## config.mk

```make
export PLATFORM = sky130hd
export DESIGN_NAME = tel_exchange
export DESIGN_NICKNAME = d
export VERILOG_FILES = /design/src/rtl/tel_exchange.sv
export SDC_FILE = /design/constraint.sdc
export NUM_CORES = 1
export LEC_CHECK = 0
export CORE_MARGIN = 5
export CORE_UTILIZATION = 47
export DETAILED_ROUTE_END_ITERATION = 12
export GPL_TIMING_DRIVEN = 0
export PLACE_DENSITY = 0.85
export SYNTH_ARGS = -nofsm -noshare
export SYNTH_HDL_FRONTEND = slang
export SYNTH_SLANG_ARGS = --single-unit
```

## constraint.sdc

```tcl
create_clock -name clk -period 6.15 [get_ports clk]
set_input_delay 1.5375 -clock clk [delete_from_list [all_inputs] [get_ports clk]]
set_output_delay 1.5375 -clock clk [all_outputs]
set_load 0.01 [all_outputs]
```

## src/rtl/tel_exchange.sv

```systemverilog
// tel_exchange: single-line telephone exchange controller.
// One shared call channel is arbitrated round-robin among 2**ID_W subscribers.
// Each call runs IDLE -> RING -> TALK (or REJECT) -> IDLE. Every output is a
// flop loaded from the next-state logic, so outputs change on the same edge
// as the state.
module tel_exchange #(
   parameter int ID_W        = 2,
   parameter int RING_CYCLES = 10,
   parameter int HOLD_CYCLES = 5
) (
   input  logic                       clk,
   input  logic                       rst,
   input  logic [(2**ID_W)-1:0]       req,
   input  logic [(2**ID_W)*ID_W-1:0]  dial,
   input  logic [(2**ID_W)-1:0]       answer,
   input  logic [(2**ID_W)-1:0]       hangup,
   output logic [(2**ID_W)-1:0]       grant,
   output logic [(2**ID_W)-1:0]       ring,
   output logic [(2**ID_W)-1:0]       busy,
   output logic                       line_active,
   output logic [63:0]                statusMsg,
   output logic [15:0]                call_cnt
);

   localparam int N_SUB   = 2**ID_W;
   localparam int CNT_MAX = (RING_CYCLES > HOLD_CYCLES) ? RING_CYCLES : HOLD_CYCLES;
   localparam int CNT_W   = $clog2(CNT_MAX + 1);

   localparam logic [CNT_W-1:0] RING_LOAD = CNT_W'(RING_CYCLES);
   localparam logic [CNT_W-1:0] HOLD_LOAD = CNT_W'(HOLD_CYCLES);
   localparam logic [CNT_W-1:0] CNT_ONE   = CNT_W'(1);

   localparam logic [63:0] MSG_IDLE   = "IDLE    ";
   localparam logic [63:0] MSG_RING   = "RINGING ";
   localparam logic [63:0] MSG_TALK   = "TALKING ";
   localparam logic [63:0] MSG_REJECT = "REJECTED";

   typedef enum logic [1:0] {
      S_IDLE   = 2'd0,
      S_RING   = 2'd1,
      S_TALK   = 2'd2,
      S_REJECT = 2'd3
   } state_t;

   state_t state, state_nx;

   logic [ID_W-1:0]  ptr, ptr_nx;
   logic [CNT_W-1:0] cnt, cnt_nx;
   logic [ID_W-1:0]  caller_id, caller_nx;
   logic [ID_W-1:0]  callee_id, callee_nx;

   logic [N_SUB-1:0] grant_nx, ring_nx, busy_nx;
   logic             line_active_nx;
   logic [63:0]      msg_nx;
   logic [15:0]      call_cnt_nx;

   // Arbiter results for the current cycle
   logic [ID_W-1:0]  win;
   logic [ID_W-1:0]  win_dial;
   logic [ID_W-1:0]  scan_idx;
   logic             found;

   // Decode a subscriber ID into a one-hot subscriber vector
   function automatic logic [N_SUB-1:0] onehot(input logic [ID_W-1:0] id);
      logic [N_SUB-1:0] v;
      v     = '0;
      v[id] = 1'b1;
      return v;
   endfunction

   // Completed-call counter sticks at all-ones instead of wrapping
   function automatic logic [15:0] sat_inc(input logic [15:0] v);
      return (v == 16'hFFFF) ? v : v + 16'd1;
   endfunction

   // Status text shown for a given state
   function automatic logic [63:0] status_text(input state_t s);
      logic [63:0] m;
      case (s)
         S_RING:   m = MSG_RING;
         S_TALK:   m = MSG_TALK;
         S_REJECT: m = MSG_REJECT;
         default:  m = MSG_IDLE;
      endcase
      return m;
   endfunction

   // Round-robin search: first requester at or above ptr, wrapping modulo N_SUB
   always_comb begin
      win      = ptr;
      found    = 1'b0;
      scan_idx = '0;
      for (int i = 0; i < N_SUB; i++) begin
         scan_idx = ptr + i[ID_W-1:0];
         if (!found && req[scan_idx]) begin
            win   = scan_idx;
            found = 1'b1;
         end
      end
   end

   // Destination dialled by the arbitration winner
   always_comb begin
      win_dial = '0;
      for (int i = 0; i < N_SUB; i++) begin
         if (win == i[ID_W-1:0]) begin
            win_dial = dial[i*ID_W +: ID_W];
         end
      end
   end

   // Next-state and next-output logic for the call sequencer
   always_comb begin
      state_nx    = state;
      ptr_nx      = ptr;
      cnt_nx      = cnt;
      caller_nx   = caller_id;
      callee_nx   = callee_id;
      grant_nx    = grant;
      ring_nx     = ring;
      call_cnt_nx = call_cnt;

      case (state)
         S_IDLE: begin
            if (found) begin
               caller_nx = win;
               callee_nx = win_dial;
               ptr_nx    = win + ID_W'(1);
               grant_nx  = onehot(win);
               if (win_dial != win) begin
                  state_nx = S_RING;
                  ring_nx  = onehot(win_dial);
                  cnt_nx   = RING_LOAD;
               end else begin
                  // Dialling yourself is refused outright
                  state_nx = S_REJECT;
                  ring_nx  = '0;
                  cnt_nx   = HOLD_LOAD;
               end
            end
         end

         S_RING: begin
            if (hangup[caller_id]) begin
               state_nx = S_IDLE;
            end else if (hangup[callee_id]) begin
               state_nx = S_REJECT;
               ring_nx  = '0;
               cnt_nx   = HOLD_LOAD;
            end else if (answer[callee_id]) begin
               state_nx = S_TALK;
               ring_nx  = '0;
            end else if (cnt == CNT_ONE) begin
               state_nx = S_REJECT;
               ring_nx  = '0;
               cnt_nx   = HOLD_LOAD;
            end else begin
               cnt_nx = cnt - CNT_ONE;
            end
         end

         S_TALK: begin
            if (hangup[caller_id] || hangup[callee_id]) begin
               state_nx    = S_IDLE;
               call_cnt_nx = sat_inc(call_cnt);
            end
         end

         S_REJECT: begin
            // Hangups are deliberately not looked at while the reject is held
            if (cnt == CNT_ONE) begin
               state_nx = S_IDLE;
            end else begin
               cnt_nx = cnt - CNT_ONE;
            end
         end

         default: begin
            state_nx = S_IDLE;
         end
      endcase

      // Entering (or staying in) IDLE always releases the line indications
      if (state_nx == S_IDLE) begin
         grant_nx = '0;
         ring_nx  = '0;
      end

      // Everyone asking while someone else holds the line is told it is busy
      busy_nx        = (state_nx != S_IDLE) ? (req & ~grant_nx) : '0;
      line_active_nx = (state_nx != S_IDLE);
      msg_nx         = status_text(state_nx);
   end

   // State register and registered control outputs
   always_ff @(posedge clk) begin
      if (rst) begin
         state       <= S_IDLE;
         ptr         <= '0;
         cnt         <= '0;
         grant       <= '0;
         ring        <= '0;
         busy        <= '0;
         line_active <= 1'b0;
         statusMsg   <= MSG_IDLE;
         call_cnt    <= 16'd0;
      end else begin
         state       <= state_nx;
         ptr         <= ptr_nx;
         cnt         <= cnt_nx;
         grant       <= grant_nx;
         ring        <= ring_nx;
         busy        <= busy_nx;
         line_active <= line_active_nx;
         statusMsg   <= msg_nx;
         call_cnt    <= call_cnt_nx;
      end
   end

   // Caller/callee IDs are only consulted outside IDLE, so they need no reset
   always_ff @(posedge clk) begin
      caller_id <= caller_nx;
      callee_id <= callee_nx;
   end

endmodule

```

=== Word-level counts from Yosys, hierarchy flattened ===
Cells that the tools add are included.

* Word-level logic and storage cells: 126
* Input bits: 22
* RAM bits: 0
* Register bits: 105
* Output and inout bits: 93
* ROM bits: 0
* Latch bits: 0
* Memories: 0

* $lt $le $gt $ge: 10
* Eq/ne operators: 17
* Divide/modulo/power cells: 0
* Bitwise logic cells: 4
* Reductions and logical operators: 21
* Multiplexer cells: 57
* Add/subtract/negate cells: 6
* Multiply operators: 0
* Shifts and indexed selects: 0

{| class="wikitable"
|+ Operator list
! cell !! count
|-
| $pmux W61 S3 || 1
|-
| $mux W4 || 16
|-
| $mux W2 || 15
|-
| $lt A2 B3 Y1 const B || 8
|-
| $add A16 B1 Y16 const B || 1
|-
| $eq A16 B16 Y1 const B || 1
|-
| $bmux W1 S2 || 7
|-
| $mux W1 || 13
|-
| $eq A2 B2 Y1 const B || 6
|-
| $pmux W4 S3 || 1
|-
| $pmux W2 S4 || 1
|-
| $pmux W4 S2 || 1
|-
| $eq A2 B1 Y1 const B || 3
|-
| $logic_not A2 Y1 || 3
|-
| $ne A2 B2 Y1 const B || 3
|-
| $logic_and A1 B1 Y1 || 5
|-
| $reduce_and A5 Y1 || 1
|-
| $add A2 B1 Y2 const B || 2
|-
| $add A2 B2 Y2 const B || 2
|-
| $and A4 B4 Y4 || 1
|-
| $demux W1 S2 || 2
|-
| $eq A4 B1 Y1 const B || 1
|-
| $ge A2 B1 Y1 const B || 2
|-
| $ne A4 B4 Y1 const B || 1
|-
| other kinds (13) || 18
|}

=== Longest topological paths before layout ===
Gate-level depths: netlist (run 1).

* Depth after elaboration: 25
* Mapped depth: 15
* Mapped depth without buffers: 14

=== Worst setup path after synthesis (run 1) ===
No wires, ideal clock.

* Path kind: input to register
* Start: input port req[2]
* End: register busy[1]
* Setup slack: 1943 ps
* Library setup time: 115 ps
* Required time: 6035 ps
* Path buffers: 1
* Stages on the path: 15
* Data arrival time: 4092 ps
* Cell sequence: nor2b_1 o21ai_0 o211a_1 inv_1 ha_1 a21oi_1 o21ai_0 a22oi_1 xnor2_1 a31oi_1 ha_1 or2_2 clkbuf_1 inv_1 and3_1

* Longest elaborated chain between the ends: 25
* Elaborated cells between the ends (all ways): 47
* Classes of those cells: order compare (2); eq/ne (4); mux (27); bitwise (3); reduce/logical (11)

{| class="wikitable"
|+ Ends and longest elaborated chain
! what !! line !! source
|-
| from (decl) || 13 || <nowiki>input logic [(2**ID_W)-1:0] req,</nowiki>
|-
| $bmux W1 S2 || 95 || <nowiki>if (!found && req[scan_idx]) begin</nowiki>
|-
| $mux W1 (not written as such) || 95 ||
|-
| $mux W1 || 95 ||
|-
| $logic_not A1 Y1 || 95 ||
|-
| $logic_and A1 B1 Y1 || 95 ||
|-
| $mux W1 || 95 ||
|-
| $logic_not A1 Y1 || 95 ||
|-
| $logic_and A1 B1 Y1 || 95 ||
|-
| [... 4 more ...] || -- ||
|-
| via win[0] || 58 || <nowiki>logic [ID_W-1:0] win;</nowiki>
|-
| [... 5 more ...] || -- ||
|-
| $ne A2 B2 Y1 || 130 || <nowiki>if (win_dial != win) begin</nowiki>
|-
| $mux W2 || 130 ||
|-
| $mux W2 || 125 || <nowiki>if (found) begin</nowiki>
|-
| $pmux W2 S4 || 123 || <nowiki>case (state)</nowiki>
|-
| $logic_not A2 Y1 || 184 || <nowiki>if (state_nx == S_IDLE) begin</nowiki>
|-
| $mux W4 || 184 ||
|-
| $not A4 Y4 || 190 || <nowiki>busy_nx = (state_nx != S_IDLE) ? (req & ~grant_nx) : '0;</nowiki>
|-
| $and A4 B4 Y4 || 190 ||
|-
| to (signal assigned) || 213 || <nowiki>busy <= busy_nx;</nowiki>
|-
| to (decl) || 19 || <nowiki>output logic [(2**ID_W)-1:0] busy,</nowiki>
|}

Mark *: on every way through the listed nets, which the timed path passes. The rest lies on a longest branch. The select of a mux whose other input is x is not followed.
A chain may end at the register's enable or synchronous reset.

=== Worst setup path in the final report (run 1) ===
* Start: input port req[2]
* End: register busy[0]

Same word-level chain as after synthesis.

==> results of run 1 <==
-- how the worst min path moves through the flow --
stage	slack [ns]	start	cells after the start	to
floorplan	0.48	ring[1]$_SDFFE_PP0P_	2	ring[1]$_SDFFE_PP0P_
global placement	0.45	ring[1]$_SDFFE_PP0P_	2	ring[1]$_SDFFE_PP0P_
detailed placement	0.45	ring[1]$_SDFFE_PP0P_	2	ring[1]$_SDFFE_PP0P_
CTS	0.47	ring[1]$_SDFFE_PP0P_	2	ring[1]$_SDFFE_PP0P_
global route	0.48	ring[1]$_SDFFE_PP0P_	2	ring[1]$_SDFFE_PP0P_
finish	0.47	ring[1]$_SDFFE_PP0P_	2	ring[1]$_SDFFE_PP0P_
-- final cells by class --
| type | instances | area, um2 |
|---|---|---|
| fill | 516 | 1910 |
| timing repair buffer | 82 | 821 |
| clock buffer | 6 | 82.6 |
| buffer | 61 | 437 |
| inverter | 17 | 63.8 |
| tap | 75 | 93.8 |
| clock inverter | 2 | 17.5 |
| sequential | 50 | 1040 |
| multi-input combinational | 213 | 1380 |
-- worst register-to-register path, cell delays in order (launching register included) --
cell and delay [ns]:
dfxtp_1 0.38, nor2b_1 0.07, o21ai_0 0.16, o211a_1 0.27
inv_1 0.15, ha_1 0.27, a21oi_1 0.12, o21ai_0 0.09
a22oi_1 0.35, xnor2_1 0.19, a31oi_1 0.51, ha_1 0.24
or2_2 0.11, clkbuf_1 0.33, inv_1 0.16, and3_1 0.21
-- cells in the final DEF (no fill, tap or decap), types with 3 or more instances in the layout --
cell / instances
clkdlybuf4s50_1: 82
buf_4: 55
dfxtp_1: 46
nor2_1: 37
conb_1: 32
inv_1: 17
a21oi_1: 14
ha_1: 14
nand2_1: 11
o21ai_0: 10
nor2b_1: 8
and3_1: 8
xor2_1: 8
xnor2_1: 7
nand3_1: 6
mux2i_1: 6
clkbuf_8: 6
clkbuf_1: 5
nand4_1: 5
a22oi_1: 4
or3_1: 4
edfxtp_1: 4
nand2b_1: 3
nor3_1: 3
a211oi_1: 3
-- flip-flops by register name (all words and copies together) (netlist names) --
register / flops
statusMsg: 10
busy: 4
line_active: 1
ring: 4
grant: 4
call_cnt: 16
state: 1
callee_id: 2
ptr: 2
cnt: 4
caller_id: 2
-- stage by stage --
stage	hold WS [ns]	std cells	utilization, %	setup slack, ns	total power [W]
detailed placement	0.454	498	65.6	0.654	0.00138
global route	0.479	506	67.3	0.528	0.00170
CTS	0.466	506	67.3	0.973	0.00159
floorplan	0.476	341	-	1.94	0.00104
finish	0.466	506	67.3	0.982	0.00158
global placement	0.448	498	65.6	0.721	0.00136
-- per-layer routing --
layer / track usage (%) / part of all wire (%) / up-vias / wire length [um]
met5: 0 / 0 / - / 0
met4: 5.02 / 0.85 / 0 / 55
met3: 5.58 / 10 / 6 / 665
met2: 30.3 / 51 / 90 / 3310
met1: 17.8 / 37 / 1088 / 2420
li1: - / - / 1203 / -
-- power groups by stage --
stage / Clock [W] / Sequential [W] / Combinational, W
6_report: 0.000202 / 0.000487 / 0.000890
3_5_place_dp: 0 / 0.000495 / 0.000889
4_1_cts: 0.000209 / 0.000489 / 0.000897
5_1_grt: 0.000221 / 0.000502 / 0.000978
2_1_floorplan: 0 / 0.000507 / 0.000530
3_3_place_gp: 0 / 0.000489 / 0.000867
-- kinds of logic after synthesis --
logic type / count (synthesis) / share of synthesized area (%)
DFF: 50 / 37.0
xor gates and xnor gates: 15 / 4.68
buffers and inverters: 78 / 17.8
AOI/OAI and AO/OA: 49 / 12.2
adders and majority gates: 14 / 6.23
and+or+nand+nor: 93 / 16.6
other: 2 / 0.267
muxes: 10 / 5.21
-- synth_stat cells (7+ instances only) --
master	count	share of area [%]
a21oi_1	14	2.5
and3_1	8	1.8
buf_4	55	15
dfxtp_1	46	33
ha_1	14	6.2
inv_1	17	2.3
nand2_1	11	1.5
nor2_1	37	4.9
nor2b_1	8	1.8
o21ai_0	10	1.8
xnor2_1	7	2.2
xor2_1	8	2.5
==> results_dict.tcl, run 1 <==
set metrics [dict create \
    synth_cell_types 51 \
    grt_antenna_before_repair 0 \
    synth_edf_count 4 \
    layout_min_cycle_time_ns 5.17 \
    cts_made_buffers 5 \
    grt_max_degree 17 \
    placed_area_um2 3840 \
    maxCapViolations 0 \
    clock_power_share_pct 12.8 \
    finalSetupViolCount 0 \
    cts.path.max_buffers 2 \
    overflow 0 \
    p_leak_nw 1.73 \
    setup_tns_ns 0 \
    r2r_cells 15 \
    layout-drive-gt1-share_pct 17.6 \
    cp_data_required_time_ns 6.35 \
    cts_sinks 50 \
    synth.cell_area_um2 2810 \
    viasPerCell 4.72 \
    max_stage_delay_ns 0.51 \
    combPwrFrac_pct 56.3 \
    die-area_um2 7630 \
    rsz0062_at_grt "no" \
    antenna_cells 0 \
    p_switching_w 0.000590 \
    drt-total-wl_um 6440 \
    ys.warnings.count 0 \
    critPathBufInv 4 \
    end_kind "flop" \
    gp_congestion 0.813 \
    avgSynthCellArea_um2 9.04 \
    initial_utilization_pct 48.0 \
    num-nets-final 466 \
    htree_levels 2 \
    ant_nets 0 \
    clkTransAtPathRegs_ns 0.09 \
    hold_viol_final 0 \
    cts-root-buf "clkbuf_8" \
    cp.depth 16 \
    area_growth_pct 40.1 \
    tritoncts "built" \
    pwr-share-seq_pct 30.9 \
    rows 28 \
    syn_inst 311 \
    hp-class "reg -> reg" \
    synth-seq-cells 50 \
    crit_arrival_ns 5.37 \
    startpoint_type "primary input" \
    cts_resized 0 \
    synthArstFlopShare_pct 0 \
    clk_latency_ns 0.30 \
    internal_power_w 0.000989 \
    post_cts_buffers 0 \
    worst_pin_slew_ns 0.665 \
    r2r_end "busy[0]$_SDFF_PP0_" \
    cp_max_fo 9 \
    finClkSkew_ns 0.00422 \
    io_buffers 82 \
    drv_slew 0 \
    grt_pass1_wl_um 10100 \
    path_class "in -> reg" \
    slew_headroom_pct 55.7 \
    die_w_um 87.3 \
    worst_ir_drop_vdd_uv 241 \
    synth-main-ff-cell "dfxtp_1" \
    finalInstanceArea_um2 3940 \
    core_um2 5850 \
    fp.dieH_um 87.3 \
    r2r_start "ptr[0]$_SDFFE_PP0P_" \
    slowest_stage "a31oi_1" \
    outcome "finished clean" \
    wl_per_cell_um 12.7 \
    num_io_pins 115 \
    drt_iter0_markers 120 \
    grtUsageTotal_pct 16.5 \
    startpoint "req[2]" \
    crit_path_cell_trace "clkdlybuf4s50_1 > nor2b_1 > o21ai_0 > o211a_1 > inv_1 > ha_1 > a21oi_1 > o21ai_0 > a22oi_1 > xnor2_1 > a31oi_1 > ha_1 > or2_2 > clkbuf_1 > inv_1 > and3_1" \
    swShare_pct 37.3 \
    critical_path.top_delay_family "compound AO/OA/AOI/OAI gates" \
    crit_path_end "busy[0]$_SDFF_PP0_" \
    first_pass_iters 4 \
    max_freq_mhz 194 \
    drc_errors 0 \
    power.density_nw_per_um2 401 \
    reg2reg_slack_ns 2.45 \
    grt_pass1_vias 2270 \
    vias 2387 \
    dp_hpwl_um 5150 \
    cts_hold_buf 0 \
    fin_crit_sh_pct 84.0 \
    seq_area_frac_synth_pct 37.0 \
]
Note: power is estimated with default switching activity, not from simulation.
==> run 2: changes to the inputs <==
--- a/config.mk
+++ b/config.mk
@@ -6,10 +6,10 @@
 export NUM_CORES = 1
 export LEC_CHECK = 0
 export CORE_MARGIN = 5
-export CORE_UTILIZATION = 47
+export CORE_UTILIZATION = 39
 export DETAILED_ROUTE_END_ITERATION = 12
 export GPL_TIMING_DRIVEN = 0
-export PLACE_DENSITY = 0.85
+export PLACE_DENSITY = 0.76
 export SYNTH_ARGS = -nofsm -noshare
 export SYNTH_HDL_FRONTEND = slang
 export SYNTH_SLANG_ARGS = --single-unit
==> constraint.sdc (replaced) <==
create_clock -name clk -period 4.5 [get_ports clk]
set_input_delay 1.125 -clock clk [delete_from_list [all_inputs] [get_ports clk]]
set_output_delay 1.125 -clock clk [all_outputs]
set_load 0.01 [all_outputs]
==> run 2 against run 1 <==
Core utilization fell by 11 points. Sequential power is 37% higher. Highest routed layer unchanged. Flip-flop and latch count did not move. Worst setup slack worse by 0.71 ns. Critical path type unchanged. Final cell count up 4.9%. Die area up 18%. Non-clock buffer count up 1.
==> results_dict.tcl, run 2 (synthesis results as in run 1) <==
set metrics [dict create \
    cts_hold_buf 0 \
    initial_utilization_pct 39.4 \
    hold_depth 2 \
    drt_iter0_markers 102 \
    cts_sinks 50 \
    clkTransAtPathRegs_ns 0.09 \
    layout_min_cycle_time_ns 4.23 \
    end_kind "flop" \
    vias 2348 \
    reg2reg_slack_ns 1.29 \
    num_io_pins 115 \
    drv_slew 0 \
    viasPerCell 4.42 \
    cp_data_required_time_ns 4.75 \
    min_from "ring[1]$_SDFFE_PP0P_" \
    crit_path_end "busy[0]$_SDFF_PP0_" \
    first_pass_iters 4 \
    drt-total-wl_um 6140 \
    overflow 0 \
    tritoncts "built" \
    r2r_cells 14 \
    crit_arrival_ns 4.48 \
    regMostFlops "call_cnt" \
    grt_pass1_wl_um 9830 \
    grtUsageMet1_pct 16.1 \
    hold_viol_final 0 \
    worst_pin_slew_ns 0.650 \
    use_met3_pct 5.58 \
    fp.dieH_um 94.9 \
    drc_errors 0 \
    p_total_w 0.00219 \
    wl_per_cell_um 11.6 \
    antenna_cells 0 \
    cts-root-buf "clkbuf_8" \
    largest_reg_flops 16 \
    grtUsageTotal_pct 13.5 \
    hp-class "reg -> reg" \
    power.density_nw_per_um2 548 \
    grt_max_degree 18 \
    io_buffers 82 \
    cts_made_buffers 5 \
    core_um2 7140 \
    met2_usage_pct 22.4 \
    dp_hpwl_um 4900 \
    top_regs "call_cnt x16, statusMsg x10" \
    gp_congestion 0.823 \
    maxCapViolations 0 \
    final_cell_mix "82 x clkdlybuf4s50_1, 57 x buf_4, 46 x dfxtp_1, 37 x nor2_1, 32 x conb_1" \
    fin_crit_sh_pct 94.0 \
    cts.path.max_buffers 2 \
    htree_levels 2 \
    max_freq_mhz 236 \
    area_growth_pct 42.4 \
    num-nets-final 467 \
    grt.busiest_layer "met2" \
    worst_ir_drop_vdd_uv 275 \
    nFillCells 677 \
    layout-drive-gt1-share_pct 19.2 \
    p_leak_nw 1.74 \
    outcome "finished clean" \
    die_w_um 94.9 \
    cp_max_fo 9 \
    rows 31 \
    ant_nets 0 \
    startpoint_type "primary input" \
    finalSetupViolCount 0 \
    grt_antenna_before_repair 0 \
    clk_latency_ns 0.31 \
    r2r_start "ptr[1]$_SDFFE_PP0P_" \
    path_class "in -> reg" \
    slew_headroom_pct 56.7 \
    grt_pass1_vias 2183 \
    finClkSkew_ns 0.0133 \
    final_common_cell "clkdlybuf4s50_1" \
    startpoint "req[3]" \
    r2r_end "busy[0]$_SDFF_PP0_" \
    die-area_um2 9000 \
    setup_tns_ns 0 \
]
[run 2: final cells by class]
cell class | count | area, um2 | area share (%)
Multi-Input combinational cell | 213 | 1410 | 35.3
Sequential cell | 50 | 1040 | 26.0
Timing Repair Buffer | 84 | 836 | 20.9
Buffer | 60 | 433 | 10.8
Tap cell | 99 | 124 | 3.10
Clock buffer | 5 | 68.8 | 1.72
Inverter | 17 | 63.8 | 1.59
Clock inverter | 3 | 22.5 | 0.563
[run 2: routing by layer]
layer / wire (um) / vias up / share of wire, %
met5: 0 / - / 0
met4: 45 / 0 / 0.73
met3: 692 / 6 / 11
met2: 2860 / 92 / 47
met1: 2540 / 1042 / 41
li1: - / 1208 / -
[run 2: where the power goes]
part | switching (W) | total, W | leakage [nW] | internal [W]
sequential | 0.0000892 | 0.000665 | 0.417 | 0.000576
combinational | 0.000577 | 0.00126 | 1.28 | 0.000686
clock | 0.000153 | 0.000265 | 0.0451 | 0.000112
[run 2: worst min-delay path by stage]
stage and end:
6_report ring[1]$_SDFFE_PP0P_, 5_1_grt ring[1]$_SDFFE_PP0P_, 4_1_cts ring[1]$_SDFFE_PP0P_, 3_5_place_dp ring[1]$_SDFFE_PP0P_
3_3_place_gp ring[1]$_SDFFE_PP0P_, 2_1_floorplan ring[1]$_SDFFE_PP0P_
[run 2: per-stage QoR]
stage,area [um2],util (%),hold WS [ns],cells,worst slack (ns)
global route,4000,56.1,0.497,531,-0.0201
detailed placement,3870,54.2,0.454,522,-0.535
CTS,3960,55.5,0.468,529,0.145
global placement,3870,54.2,0.450,522,-0.498
floorplan,2920,-,0.476,341,0.705
finish,4000,56.1,0.464,531,0.270
[run 2: what timing repair did]
item | 4_1_cts | 5_1_grt
endpoints found under the setup margin | 5 | 14
resized for setup | 1 | 4
pin swaps | 0 | 2
buffers inserted | 0 | 2
[run 2: critical path, stage by stage]
cell	delay, ns
clkdlybuf4s50_1	0.59
inv_1	0.10
a31oi_1	0.20
a21bo_2	0.23
inv_1	0.13
ha_1	0.27
a21oi_1	0.15
o21ai_0	0.11
a22oi_2	0.27
xnor2_2	0.18
a31oi_2	0.20
ha_1	0.24
or2_2	0.39
inv_1	0.14
and3_1	0.16
